`config.mk`:
```
export PLATFORM = sky130hd
export DESIGN_NAME = user_popcnt_feeder
export DESIGN_NICKNAME = d
export VERILOG_FILES = /design/src/rtl/user_popcnt_feeder_pkg.sv /design/src/rtl/user_popcnt_feeder_fifo.sv /design/src/rtl/user_popcnt_feeder.sv
export SDC_FILE = /design/constraint.sdc
export NUM_CORES = 1
export LEC_CHECK = 0
export ABC_AREA = 1
export BUFFER_PORTS_ARGS = -buffer_cell sky130_fd_sc_hd__clkbuf_2
export CAP_MARGIN = 30
export CORE_MARGIN = 4
export CORE_UTILIZATION = 25
export CTS_BUF_LIST = sky130_fd_sc_hd__clkbuf_2
export CTS_CLUSTER_SIZE = 40
export DETAILED_ROUTE_END_ITERATION = 12
export HOLD_SLACK_MARGIN = 0.1
export PLACE_DENSITY = 0.44
export SYNTH_ARGS = -nofsm -noshare
export SYNTH_HDL_FRONTEND = slang
export SYNTH_HIERARCHICAL = 1
export SYNTH_SLANG_ARGS = --single-unit
export TNS_END_PERCENT = 100
```
`constraint.sdc`:
```
create_clock -name clk_i -period 7.6 [get_ports clk_i]
set_input_delay 1.14 -clock clk_i [delete_from_list [all_inputs] [get_ports clk_i]]
set_output_delay 1.14 -clock clk_i [all_outputs]
set_load 0.02 [all_outputs]
```
`src/rtl/user_popcnt_feeder_pkg.sv`:
```
// user_popcnt_feeder_pkg: shared types and constants for the popcount feeder.
// Rev 1.0
`default_nettype none

package user_popcnt_feeder_pkg;

   typedef struct packed {
      int unsigned AddrWidth;
      int unsigned DataWidth;
      int unsigned IdWidth;
   } obi_cfg_t;

   localparam obi_cfg_t ObiDefaultConfig = '{AddrWidth: 32, DataWidth: 32, IdWidth: 1};

   typedef struct packed {
      logic [31:0] addr;
      logic        we;
      logic [3:0]  be;
      logic [31:0] wdata;
      logic [0:0]  aid;
   } obi_a_chan_t;

   typedef struct packed {
      obi_a_chan_t a;
      logic        req;
   } obi_default_req_t;

   typedef struct packed {
      logic [31:0] rdata;
      logic [0:0]  rid;
      logic        err;
   } obi_r_chan_t;

   typedef struct packed {
      logic        gnt;
      logic        rvalid;
      obi_r_chan_t r;
   } obi_default_rsp_t;

   typedef enum logic [2:0] {
      FsmIdle   = 3'd0,
      FsmClrReq = 3'd1,
      FsmClrRsp = 3'd2,
      FsmAddReq = 3'd3,
      FsmAddRsp = 3'd4,
      FsmRdReq  = 3'd5,
      FsmRdRsp  = 3'd6
   } fsm_state_e;

   // Register indices as seen on addr[4:2]
   localparam logic [2:0] REG_PUSH   = 3'd0;
   localparam logic [2:0] REG_CTRL   = 3'd1;
   localparam logic [2:0] REG_STATUS = 3'd2;
   localparam logic [2:0] REG_RESULT = 3'd3;
   localparam logic [2:0] REG_ERRCNT = 3'd4;

   localparam logic [31:0] ACC_CLR = 32'h0;
   localparam logic [31:0] ACC_ADD = 32'h4;
   localparam logic [31:0] ACC_RD  = 32'h8;

   localparam int unsigned STAT_ERR_BIT  = 8;
   localparam int unsigned STAT_RV_BIT   = 7;
   localparam int unsigned STAT_BUSY_BIT = 6;
   localparam int unsigned STAT_CNT_W    = 6;

endpackage

`default_nettype wire

```
`src/rtl/user_popcnt_feeder_fifo.sv`:
```
// user_popcnt_feeder_fifo: small synchronous FIFO holding words queued for the accumulator.
// Rev 1.0
`default_nettype none

module user_popcnt_feeder_fifo #(
   parameter int unsigned DataWidth = 32,
   parameter int unsigned FifoDepth = 4
) (
   input  logic                         clk_i,
   input  logic                         rst_i,
   input  logic                         push_i,
   input  logic [DataWidth-1:0]         data_i,
   input  logic                         pop_i,
   output logic [DataWidth-1:0]         data_o,
   output logic                         full_o,
   output logic                         empty_o,
   output logic [$clog2(FifoDepth):0]   count_o
);

   localparam int unsigned PtrW = $clog2(FifoDepth);

   logic [DataWidth-1:0] mem_q [FifoDepth];
   logic [PtrW-1:0]      wptr_q;
   logic [PtrW-1:0]      rptr_q;
   logic [PtrW:0]        cnt_q;
   logic                 push_ok;
   logic                 pop_ok;

   assign full_o  = (cnt_q == (PtrW+1)'(FifoDepth));
   assign empty_o = (cnt_q == '0);
   assign count_o = cnt_q;
   assign data_o  = mem_q[rptr_q];

   assign push_ok = push_i && !full_o;
   assign pop_ok  = pop_i && !empty_o;

   always_ff @(posedge clk_i or posedge rst_i) begin
      if (rst_i) begin
         for (int unsigned i = 0; i < FifoDepth; i++) begin
            mem_q[i] <= '0;
         end
         wptr_q <= '0;
         rptr_q <= '0;
         cnt_q  <= '0;
      end else begin
         if (push_ok) begin
            mem_q[wptr_q] <= data_i;
            wptr_q        <= wptr_q + 1'b1;
         end
         if (pop_ok) begin
            rptr_q <= rptr_q + 1'b1;
         end
         if (push_ok && !pop_ok) begin
            cnt_q <= cnt_q + 1'b1;
         end else if (pop_ok && !push_ok) begin
            cnt_q <= cnt_q - 1'b1;
         end
      end
   end

endmodule

`default_nettype wire

```
`src/rtl/user_popcnt_feeder.sv`:
```
// user_popcnt_feeder: OBI front-end that batches FIFO words into clear/add/read accesses
// on the downstream set-bit accumulator. Option: USER_POPCNT_FEEDER_ERR_CNT_EN. Rev 1.0
`default_nettype none

module user_popcnt_feeder
   import user_popcnt_feeder_pkg::*;
#(
   parameter obi_cfg_t    ObiCfg     = ObiDefaultConfig,
   parameter type         obi_req_t  = obi_default_req_t,
   parameter type         obi_rsp_t  = obi_default_rsp_t,
   parameter int unsigned FifoDepth  = 4,
   parameter logic [31:0] TargetBase = 32'h2000_1000
) (
   input  logic     clk_i,
   input  logic     rst_i,
   input  obi_req_t sbr_obi_req_i,
   output obi_rsp_t sbr_obi_rsp_o,
   output obi_req_t mgr_obi_req_o,
   input  obi_rsp_t mgr_obi_rsp_i
);

   localparam int unsigned DataWidth = ObiCfg.DataWidth;

   fsm_state_e state_q, state_d;

   logic                        fifo_push;
   logic                        fifo_pop;
   logic [DataWidth-1:0]        fifo_head;
   logic                        fifo_full;
   logic                        fifo_empty;
   logic [$clog2(FifoDepth):0]  fifo_count;

   logic                        idle;
   logic                        start_en;
   logic                        mgr_err;
   logic [31:0]                 status;
   logic [31:0]                 rdata_d;
   logic                        rerr_d;

   logic                        rvalid_q;
   logic [ObiCfg.IdWidth-1:0]   rid_q;
   logic [31:0]                 rdata_q;
   logic                        rerr_q;
   logic [31:0]                 result_q;
   logic                        result_valid_q;
   logic                        err_q;
   logic                        unused_bits;

   assign idle    = (state_q == FsmIdle);
   assign mgr_err = mgr_obi_rsp_i.rvalid && mgr_obi_rsp_i.r.err;

   assign unused_bits = ^{sbr_obi_req_i.a.addr[31:5], sbr_obi_req_i.a.addr[1:0],
                          sbr_obi_req_i.a.be, mgr_obi_rsp_i.r.rid};

   user_popcnt_feeder_fifo #(
      .DataWidth (DataWidth),
      .FifoDepth (FifoDepth)
   ) u_fifo (
      .clk_i   (clk_i),
      .rst_i   (rst_i),
      .push_i  (fifo_push),
      .data_i  (sbr_obi_req_i.a.wdata),
      .pop_i   (fifo_pop),
      .data_o  (fifo_head),
      .full_o  (fifo_full),
      .empty_o (fifo_empty),
      .count_o (fifo_count)
   );

`ifdef USER_POPCNT_FEEDER_ERR_CNT_EN
   logic        errcnt_clr;
   logic [15:0] errcnt_q;

   always_ff @(posedge clk_i or posedge rst_i) begin
      if (rst_i) begin
         errcnt_q <= '0;
      end else if (errcnt_clr) begin
         errcnt_q <= '0;
      end else if (mgr_err && (errcnt_q != 16'hFFFF)) begin
         errcnt_q <= errcnt_q + 16'd1;
      end
   end
`endif

   always_comb begin
      status                                = '0;
      status[STAT_ERR_BIT]                  = err_q;
      status[STAT_RV_BIT]                   = result_valid_q;
      status[STAT_BUSY_BIT]                 = !idle;
      status[STAT_CNT_W-1:0]                = STAT_CNT_W'(fifo_count);
   end

   // Side effects and read data are decided in the request cycle; the
   // response is the registered copy, so it reflects pre-update state.
   always_comb begin
      rdata_d   = '0;
      rerr_d    = 1'b0;
      fifo_push = 1'b0;
      start_en  = 1'b0;
`ifdef USER_POPCNT_FEEDER_ERR_CNT_EN
      errcnt_clr = 1'b0;
`endif
      if (sbr_obi_req_i.req) begin
         case (sbr_obi_req_i.a.addr[4:2])
            REG_PUSH: begin
               if (sbr_obi_req_i.a.we && !fifo_full && idle) begin
                  fifo_push = 1'b1;
               end else begin
                  rerr_d = 1'b1;
               end
            end
            REG_CTRL: begin
               if (sbr_obi_req_i.a.we) begin
                  start_en = sbr_obi_req_i.a.wdata[0] && idle;
               end else begin
                  rerr_d = 1'b1;
               end
            end
            REG_STATUS: begin
               if (sbr_obi_req_i.a.we) rerr_d = 1'b1;
               else                    rdata_d = status;
            end
            REG_RESULT: begin
               if (sbr_obi_req_i.a.we) rerr_d = 1'b1;
               else                    rdata_d = result_q;
            end
`ifdef USER_POPCNT_FEEDER_ERR_CNT_EN
            REG_ERRCNT: begin
               if (sbr_obi_req_i.a.we) errcnt_clr = 1'b1;
               else                    rdata_d = {16'h0000, errcnt_q};
            end
`endif
            default: ;
         endcase
      end
   end

   always_ff @(posedge clk_i or posedge rst_i) begin
      if (rst_i) begin
         rvalid_q <= 1'b0;
         rid_q    <= '0;
         rdata_q  <= '0;
         rerr_q   <= 1'b0;
      end else begin
         rvalid_q <= sbr_obi_req_i.req;
         if (sbr_obi_req_i.req) begin
            rid_q   <= sbr_obi_req_i.a.aid;
            rdata_q <= rdata_d;
            rerr_q  <= rerr_d;
         end
      end
   end

   always_comb begin
      sbr_obi_rsp_o          = '0;
      sbr_obi_rsp_o.gnt      = sbr_obi_req_i.req;
      sbr_obi_rsp_o.rvalid   = rvalid_q;
      sbr_obi_rsp_o.r.rdata  = rdata_q;
      sbr_obi_rsp_o.r.rid    = rid_q;
      sbr_obi_rsp_o.r.err    = rerr_q;
   end

   always_ff @(posedge clk_i or posedge rst_i) begin
      if (rst_i) begin
         state_q <= FsmIdle;
      end else begin
         state_q <= state_d;
      end
   end

   always_comb begin
      state_d              = state_q;
      fifo_pop             = 1'b0;
      mgr_obi_req_o        = '0;
      mgr_obi_req_o.a.be   = 4'hF;
      case (state_q)
         FsmIdle: begin
            if (start_en) state_d = FsmClrReq;
         end
         FsmClrReq: begin
            mgr_obi_req_o.req    = 1'b1;
            mgr_obi_req_o.a.we   = 1'b1;
            mgr_obi_req_o.a.addr = TargetBase + ACC_CLR;
            if (mgr_obi_rsp_i.gnt) state_d = FsmClrRsp;
         end
         FsmClrRsp, FsmAddRsp: begin
            if (mgr_obi_rsp_i.rvalid) state_d = fifo_empty ? FsmRdReq : FsmAddReq;
         end
         FsmAddReq: begin
            mgr_obi_req_o.req     = 1'b1;
            mgr_obi_req_o.a.we    = 1'b1;
            mgr_obi_req_o.a.addr  = TargetBase + ACC_ADD;
            mgr_obi_req_o.a.wdata = fifo_head;
            if (mgr_obi_rsp_i.gnt) begin
               fifo_pop = 1'b1;
               state_d  = FsmAddRsp;
            end
         end
         FsmRdReq: begin
            mgr_obi_req_o.req    = 1'b1;
            mgr_obi_req_o.a.addr = TargetBase + ACC_RD;
            if (mgr_obi_rsp_i.gnt) state_d = FsmRdRsp;
         end
         FsmRdRsp: begin
            if (mgr_obi_rsp_i.rvalid) state_d = FsmIdle;
         end
         default: state_d = FsmIdle;
      endcase
   end

   always_ff @(posedge clk_i or posedge rst_i) begin
      if (rst_i) begin
         result_q       <= '0;
         result_valid_q <= 1'b0;
         err_q          <= 1'b0;
      end else begin
         if (start_en) begin
            result_valid_q <= 1'b0;
            err_q          <= 1'b0;
         end
         if (mgr_err) begin
            err_q <= 1'b1;
         end
         if ((state_q == FsmRdRsp) && mgr_obi_rsp_i.rvalid) begin
            result_q       <= mgr_obi_rsp_i.r.rdata;
            result_valid_q <= 1'b1;
         end
      end
   end

endmodule

`default_nettype wire

```
# --- Word-level counts from Yosys, hierarchy flattened ---
# Index checks and enable logic that the tools add are counted.
totals:
  regBits: 207
  input_bits: 109
  output_inout_bits: 107
classes:
  n_addsub: 4
  order_cmp: 3
  eq_ne: 16
  n_mux: 38
  bitwise: 2
  n_reduce_logical: 26
op_table:
  columns: ["op", "n"]
  rows:
  - ["2-to-1 mux 32 bit", 5]
  - ["bitwise mux 128 bit", 1]
  - ["case mux 30 bit (3 select lines)", 1]
  - ["binary-select mux 32 bit (select 2 bit)", 1]
  - ["demux 32 bit (select 2 bit)", 1]
  - ["case mux 32 bit (2 select lines)", 1]
  - ["2-to-1 mux 3 bit", 9]
  - ["case mux 3 bit (6 select lines)", 1]
  - ["2-to-1 mux 1 bit", 16]
  - ["equality test 3 x 2 -> 1 bit, second input constant", 4]
  - ["equality test 3 bit, second input constant", 4]
  - ["logical AND 1 bit", 10]
  - ["inequality test 2 bit, second input constant", 5]
  - ["zero test 3 bit", 3]
  - ["2-to-1 mux 9 bit", 1]
  - ["equality test 3 x 1 -> 1 bit, second input constant", 2]
  - [">= comparator 3 bit, second input constant", 2]
  - ["inverter 2 -> 3 bit", 2]
  - ["AND reduction 6 bit", 1]
  - ["nonzero test 2 bit", 3]
  - ["OR reduction 2 bit", 3]
  - ["zero test 1 bit", 5]
  - ["adder 2 x 1 -> 2 bit, second input constant", 2]
  - ["adder 3 x 1 -> 3 bit, second input constant", 1]
  - ["5 further kinds", 5]

# --- Longest topological paths before layout ---
# Gate-level depths: netlist of run 1.
depth:
  depth_word: 12
  ltp_mapped: 20
  mapped_depth_nobuf: 16

# --- Hierarchy ---
# The synthesis of run 1 kept the hierarchy.
by_module_without_submodules:
  columns: ["module", "instances", "cells_each", "area_per_inst_um2"]
  rows:
  - ["user_popcnt_feeder_fifo", 1, 841, 6660.1]
  - ["user_popcnt_feeder", 1, 477, 3746.1]

# --- Least setup slack after synthesis of run 1 ---
# No wires, ideal clock.
synth_timing:
  path_type: "input -> register"
  start: "in sbr_obi_req_i[42] in the netlist's numbering"
  end: "reg u_fifo.cnt_q[2] (netlist: u_fifo/count_o[2])"
  setup_time_ps: 117
  arrival_ps: 2872
  path_slack_ps: 4611
  path_stages: 14
  n_path_buf: 2
  cell_sequence: "nor3_1 > nand2_1 > nor2_1 > buf_4 > buf_2 > nand2_1 > inv_2 > ha_1 > inv_1 > fa_1 > nand2_1 > nand3_1 > nand2_1 > nand2_1"
synth_between:
  elab_chain_len: 7
  word_cells_on_any_way: 9
  classes_between: "mux (3); reduce/logical (6)"
synth_lines:
  columns: ["element", "line", "source"]
  rows:
  - ["start: declaration", "user_popcnt_feeder.sv:16", "input obi_req_t sbr_obi_req_i,"]
  - ["zero test 3 bit *", "user_popcnt_feeder.sv:104", "case (sbr_obi_req_i.a.addr[4:2])"]
  - ["2-to-1 mux 1 bit *", "user_popcnt_feeder.sv:104", null]
  - ["2-to-1 mux 1 bit *", "user_popcnt_feeder.sv:103", "if (sbr_obi_req_i.req) begin"]
  - ["via fifo_push", "user_popcnt_feeder.sv:26", "logic fifo_push;"]
  - ["logical AND 1 bit *", "user_popcnt_feeder_fifo.sv:34", "assign push_ok = push_i && !full_o;"]
  - ["via u_fifo.push_ok", "user_popcnt_feeder_fifo.sv:26", "logic push_ok;"]
  - ["zero test 1 bit", "user_popcnt_feeder_fifo.sv:55", "end else if (pop_ok && !push_ok) begin"]
  - ["logical AND 1 bit", "user_popcnt_feeder_fifo.sv:55", null]
  - ["nonzero test 2 bit (no line)", null, null]
  - ["end signal: assignment", "user_popcnt_feeder_fifo.sv:54", "cnt_q <= cnt_q + 1'b1;"]
  - ["end signal: assignment", "user_popcnt_feeder_fifo.sv:56", "cnt_q <= cnt_q - 1'b1;"]
  - ["end: declaration", "user_popcnt_feeder_fifo.sv:25", "logic [PtrW:0] cnt_q;"]
# Mark *: on every way through the listed nets, which the timed path passes. The rest lies on a longest branch.
# A chain may end at the register's enable or synchronous reset.

==> results of run 1 <==
## layout by cell type (no fill, tap or decap), types with 2 or more instances in the layout
master,n
nand2_1,425
clkbuf_2,231
dfrtp_1,206
nor2_1,138
nand4_1,129
o21ai_1,92
inv_1,82
o21ai_0,43
conb_1,33
o21ai_2,22
nand3_1,12
buf_4,12
inv_2,7
nand3_2,5
ha_1,5
clkinv_1,4
nor3_1,3
buf_16,3
buf_12,3
nor2_4,2
nand2_2,2
nor2_2,2
## cells by family after synthesis
group / after synthesis / synth area share, %
other: 2 / 0.0722
AOI/OAI and AO/OA: 157 / 8.34
and+or+nand+nor: 719 / 29.8
DFF: 207 / 49.8
buffers and inverters: 226 / 11.2
adders and majority gates: 6 / 0.794
xor gates and xnor gates: 1 / 0.0842
## state kept, by name, indices dropped and copies added, names as in the netlist
signal and flops:
u_fifo/mem_q 128, err_q 1, u_fifo/rptr_q 2, rid_q 1, u_fifo/count_o 3, rvalid_q 1, u_fifo/wptr_q 2, state_q 3
rerr_q 1, rdata_q 32, result_valid_q 1, result_q 32
## power by group
part	total [uW]	switching, uW	internal (uW)
registers	1490	144	1350
logic	1370	974	398
clock network	809	491	318
## metrics by stage
step	hold WS [ns]	instance area, um2	worst slack [ns]
2_1_floorplan	0.437	10500	2.85
3_3_place_gp	0.448	11200	3.27
3_5_place_dp	0.453	11400	3.31
4_1_cts	0.170	11800	3.19
5_1_grt	0.231	11800	3.09
6_report	0.265	11800	3.40
## worst max-delay path, stage by stage (launching register included)
cell and delay, ns:
dfrtp_2 0.41, inv_2 0.32, buf_4 0.61, o21ai_0 0.15, o21ai_1 0.21, inv_1 0.09, nor2_1 0.10, clkbuf_2 0.20
## layer usage
metal | vias up | GRT usage, % | wire length, um | part of all wire, %
li1 | 4451 | - | - | -
met1 | 4208 | 18.8 | 14300 | 44
met2 | 266 | 23.0 | 14700 | 45
met3 | 49 | 5.21 | 2780 | 8.6
met4 | 2 | 4.99 | 650 | 2.0
met5 | - | 0 | 12 | 0.037
## final timing paths
check,start,endpoint,slack (ns),depth (start not counted)
max,u_fifo/rptr_q[0]$_DFFE_PP0P_,mgr_obi_req_o[3],3.40,7
max in group asynchronous,rst_i,u_fifo/mem_q[51]$_DFFE_PP0P_,6.16,4
min,rst_i,u_fifo/mem_q[99]$_DFFE_PP0P_,0.27,2
min reg2reg,u_fifo/mem_q[29]$_DFFE_PP0P_,u_fifo/mem_q[29]$_DFFE_PP0P_,0.47,2
min in group clk_i,sbr_obi_req_i[1],rid_q$_DFFE_PP0P_,0.41,3
max reg2reg,u_fifo/count_o[0]$_DFFE_PP0P_,u_fifo/count_o[2]$_DFFE_PP0P_,3.76,16
## area by class of cell
type                       count  area [um2]  share of cell area, %
inverter                      91         348                   2.94
multi-input combinational    916        4190                   35.4
tap                          532         666                   5.63
sequential                   207        5180                   43.8
antenna                        1        2.50                 0.0212
clock buffer                  83         415                   3.51
clock inverter                 6        52.6                  0.444
timing repair buffer         166         973                   8.23
==> results.yml, run 1 <==
place:
  io_buffers: 148
  hpwlAfterDp_mm: 18.4
  place.gp.congestion: 0.710
  placed_cells: 1912
final_layout:
  drive_above_1_share_pct: 20.1
  final_util_pct: 28.8
  fillers: 4592
  fin_nets: 1558
  area_delta_synth_final_pct: 13.6
  fin_cells: 2002
timing:
  timing.final.crit_share_pct: 55.3
  tns_ns: 0
  tightest_slew_ns: 1.00
  slew_viol_final: 0
  skew_ns: 0.0906
  hold_viol_final: 0
  setup_viol: 0
  relSlewSlack_pct: 33.4
  rsz0062_at_grt: "false"
  timing.fmax_ghz: 0.238
  finalCriticalPeriod_ns: 4.20
yosys:
  synth_cell_type_count: 27
  ys_seq_area_share_pct: 49.8
  async_reset_ff_share_pct: 100
  synth_top_area_share_pct: 49.8
  syn-cell-area_um2: 10400
  syn_avg_cell_area_um2: 7.90
  ys_warn_count: 6
  synth_area_leaders: "dfrtp_1 (50%), nand2_1 (15%), nand4_1 (7.8%)"
  postSynthCellCount: 1318
  synth_most_common_cell: "nand2_1"
  yosys-top-cells-count: "nand2_1 (425), dfrtp_1 (207), nor2_1 (139)"
  synth-seq-cells: 207
  yosys.area.top_type: "dfrtp_1"
  synth_edf_count: 0
  synthFlopType: "dfrtp_1"
setup_path:
  critPathArrivalTime_ns: 3.06
  critPathCaptureType: "primary output"
  cp.required_ns: 6.46
  worstSetupStartpointType: "register"
  worstSetupPathType: "reg2out"
  cp_max_fo: 46
floorplanning:
  ioPinCount: 216
  die_area_um2: 45000
  start_util_pct: 25.4
  fp.dieW_um: 212
  die_h_um: 212
  std_cell_rows: 74
  core_um2: 41000
clocking:
  clk_path_buf_depth: 3
  cts.sinks: 207
  ctsHoldBuffers: 0
  cts_root_buf: "clkbuf_2"
  post_cts_buffers: 0
  h-tree-depth: 2
  clk_pin_slew_worst_paths_ns: 0.10
  cts_buffers: 61
  ctsResizeCount: 0
  cts_tree: "built"
  clk_latency_ns: 1.01
power_and_ir_drop:
  vdd_drop_max_mv: 0.142
  power_uw: 3670
  p_leak_uw: 0.00640
  power_density_nw_per_um2: 311
drt:
  postRouteAntennaNets: 0
  wirelength_mm: 32.4
  drt_first_pass_iters: 5
  vias: 8976
  drc_errors: 0
  drt_iter0_drc: 451
  wl_per_cell_um: 16.2
  avgViaCountPerCell: 4.48
worst_hold_path:
  worstHoldPathType: "in2async"
grt:
  grt_max_degree: 99
  antenna_found_initial: 2
  grt_remaining_overflow: 0
  grt_pass1_vias: 9277
  grtUsageTotal_pct: 14.7
  grt_first_pass_wirelength_mm: 52.2
run_status:
  status: "completed"
flow_run:
  drv_cap: 0
Note: power is estimated with default switching activity, not from simulation.
==> run 2, diff against run 1 <==
--- a/config.mk
+++ b/config.mk
@@ -5,7 +5,7 @@
 export SDC_FILE = /design/constraint.sdc
 export NUM_CORES = 1
 export LEC_CHECK = 0
-export ABC_AREA = 1
+export ABC_AREA = 0
 export BUFFER_PORTS_ARGS = -buffer_cell sky130_fd_sc_hd__clkbuf_2
 export CAP_MARGIN = 30
 export CORE_MARGIN = 4
==> constraint.sdc (replaced) <==
create_clock -name clk_i -period 3.9 [get_ports clk_i]
set_input_delay 0.585 -clock clk_i [delete_from_list [all_inputs] [get_ports clk_i]]
set_output_delay 0.585 -clock clk_i [all_outputs]
set_load 0.02 [all_outputs]
==> results.yml, run 2 <==
drt:
  drt_iter0_drc: 178
  postRouteAntennaNets: 0
  vias: 5923
  wl_per_cell_um: 16.1
  avgViaCountPerCell: 4.13
  drc_errors: 0
  drt_first_pass_iters: 4
  wirelength_mm: 23.2
final_layout:
  largest_reg_flops: 128
  final_cell_mix: "clkbuf_2 (230), dfrtp_1 (205), mux2_2 (130)"
  stdcell_area_um2: 11900
  final_common_cell: "clkbuf_2"
  top_regs: "u_fifo/mem_q: 128 flops, rdata_q: 32 flops, result_q: 32 flops"
  drive_above_1_share_pct: 45.8
  regMostFlops: "u_fifo/mem_q"
  fin_nets: 1008
  area_delta_synth_final_pct: 26.6
place:
  post_dp_cell_area_um2: 10600
  pre_cts_slack_ns: 0.747
  hpwlAfterDp_mm: 14.3
  io_buffers: 148
  place.gp.congestion: 0.677
setup_path:
  cp_max_fo: 19
  critPathArrivalTime_ns: 2.83
  worstReg2RegStart: "u_fifo/count_o[1]$_DFFE_PP0P_"
  cp.required_ns: 3.31
  rrSetupSlack_ns: 1.19
  worstSetupPathType: "reg2out"
  critPathCaptureType: "primary output"
  worstSetupStartpointType: "register"
  rr_worst_depth: 9
  r2r-end: "u_fifo/count_o[1]$_DFFE_PP0P_"
floorplanning:
  die_h_um: 202
  ioPinCount: 216
  start_util_pct: 25.5
  die_area_um2: 40700
  core_um2: 36900
  std_cell_rows: 70
  fp.dieW_um: 202
flow_run:
  drv_cap: 0
power_and_ir_drop:
  vdd_drop_max_mv: 0.218
  power_uw: 5980
  power_density_nw_per_um2: 503
  p_leak_uw: 0.00585
timing:
  hold_viol_final: 0
  setup_viol: 0
  relSlewSlack_pct: 51.3
  skew_ns: 0.0900
  tightest_slew_ns: 0.729
  timing.final.crit_share_pct: 87.7
  fin_ws_ns: 0.481
  tns_ns: 0
  timing.fmax_ghz: 0.292
  rsz0062_at_grt: "false"
  finalCriticalPeriod_ns: 3.42
  hold_ws_ns: 0.252
  slew_viol_final: 0
clocking:
  clk_path_buf_depth: 3
  h-tree-depth: 2
  cts_tree: "built"
  clk_pin_slew_worst_paths_ns: 0.10
  cts.sinks: 207
  cts_buffers: 59
  cts_root_buf: "clkbuf_2"
  clk_latency_ns: 0.92
grt:
  grtUsageMet3_pct: 4.41
  grt_max_degree: 74
  grt_first_pass_wirelength_mm: 37.6
  grt_use_met1_pct: 14.2
  grt_remaining_overflow: 0
  antenna_found_initial: 2
  grt_pass1_vias: 6724
  grtUsageTotal_pct: 11.5
  grt-busiest-layer: "met2"
  met2_usage_pct: 18.7
yosys:
  synth-seq-cells: 207
  syn-cell-area_um2: 9390
  ys_warn_count: 6
  postSynthCellCount: 632
  synth_area_leaders: "dfrtp_1 (55%), mux2_2 (16%), mux4_2 (7.7%)"
  async_reset_ff_share_pct: 100
  synthFlopType: "dfrtp_1"
  synth_cell_type_count: 46
  synth_top_area_share_pct: 55.2
  synth_most_common_cell: "dfrtp_1"
  syn_avg_cell_area_um2: 14.9
  yosys.area.top_type: "dfrtp_1"
  synth_edf_count: 0
  ys_seq_area_share_pct: 55.2
  yosys-top-cells-count: "dfrtp_1 (207), mux2_2 (130), buf_4 (39)"
run_status:
  status: "completed"
worst_hold_path:
  worstHoldPathType: "in2async"
## run 2: cell count changes in the layout (fill, tap and decap cells not counted), sizes merged, moves of 79 or more
cell	before	now
o21ai	157	7
dlygate4sd3	0	79
nand2	428	7
nand4	129	1
nor2	142	7
inv	90	11
mux2	0	168
## run 2: power by group
part	total, uW	switching (uW)	internal, uW
Combinational	1420	637	781
Clock	1630	937	694
Sequential	2930	368	2560
## run 2: kinds of logic (layout without fill, tap and decap cells)
| family | after synthesis | after routing | share of synthesized area, % |
|---|---|---|---|
| other | 2 | 34 | 0.0800 |
| muxes | 202 | 202 | 28.0 |
| DFF | 207 | 207 | 55.2 |
| xor gates and xnor gates | 6 | 6 | 0.560 |
| adders and majority gates | 6 | 6 | 0.879 |
| AOI/OAI and AO/OA | 46 | 46 | 3.90 |
| buffers and inverters | 87 | 354 | 6.30 |
| and+or+nand+nor | 76 | 76 | 5.09 |
## run 2: per-stage QoR
stage,std cells,util [%]
after global placement,1254,28.5
after global routing,1435,32.2
after CTS,1434,32.2
after detailed placement,1257,28.7
final,1435,32.2
after floorplan,663,-
## run 2: how the worst max path moves through the flow
stage / start / endpoint / slack (ns) / cells past startpoint
final: u_fifo/rptr_q[0]$_DFFE_PP0P_ / mgr_obi_req_o[27] / 0.48 / 4
after global routing: u_fifo/rptr_q[0]$_DFFE_PP0P_ / mgr_obi_req_o[2] / 0.19 / 4
after CTS: u_fifo/rptr_q[0]$_DFFE_PP0P_ / mgr_obi_req_o[27] / 0.26 / 4
after detailed placement: sbr_obi_req_i[0] / u_fifo/count_o[2]$_DFFE_PP0P_ / 0.75 / 11
after global placement: sbr_obi_req_i[0] / u_fifo/count_o[2]$_DFFE_PP0P_ / 0.75 / 11
after floorplan: sbr_obi_req_i[0] / u_fifo/count_o[2]$_DFFE_PP0P_ / 1.22 / 10
## run 2: critical path: stages (launching register included)
cell      delay [ns]
dfrtp_2         0.82
buf_12          0.30
mux4_2          0.52
and2_1          0.18
clkbuf_2        0.16
## run 2: layout make-up
type                    instances  area (um2)
fillers                      3794       25000
flip-flops and latches        207        5180
multi-input cells             369        3770
repair buffers                244        1730
well taps                     504         631
clock buffers                  82         410
clock inverters                16         119
inverters                      12        48.8
diodes                          1        2.50
## run 2: layer usage
layer | wire (um) | vias up
li1 | - | 2756
met1 | 10100 | 2934
met4 | 482 | 2
met2 | 10800 | 188
met3 | 1810 | 43
met5 | 13 | -
## run 2: what timing repair did
item,CTS,global route
endpoints found under the hold margin,304,0
hold buffers,79,0
gates resized for setup,0,0
setup buffers,0,0
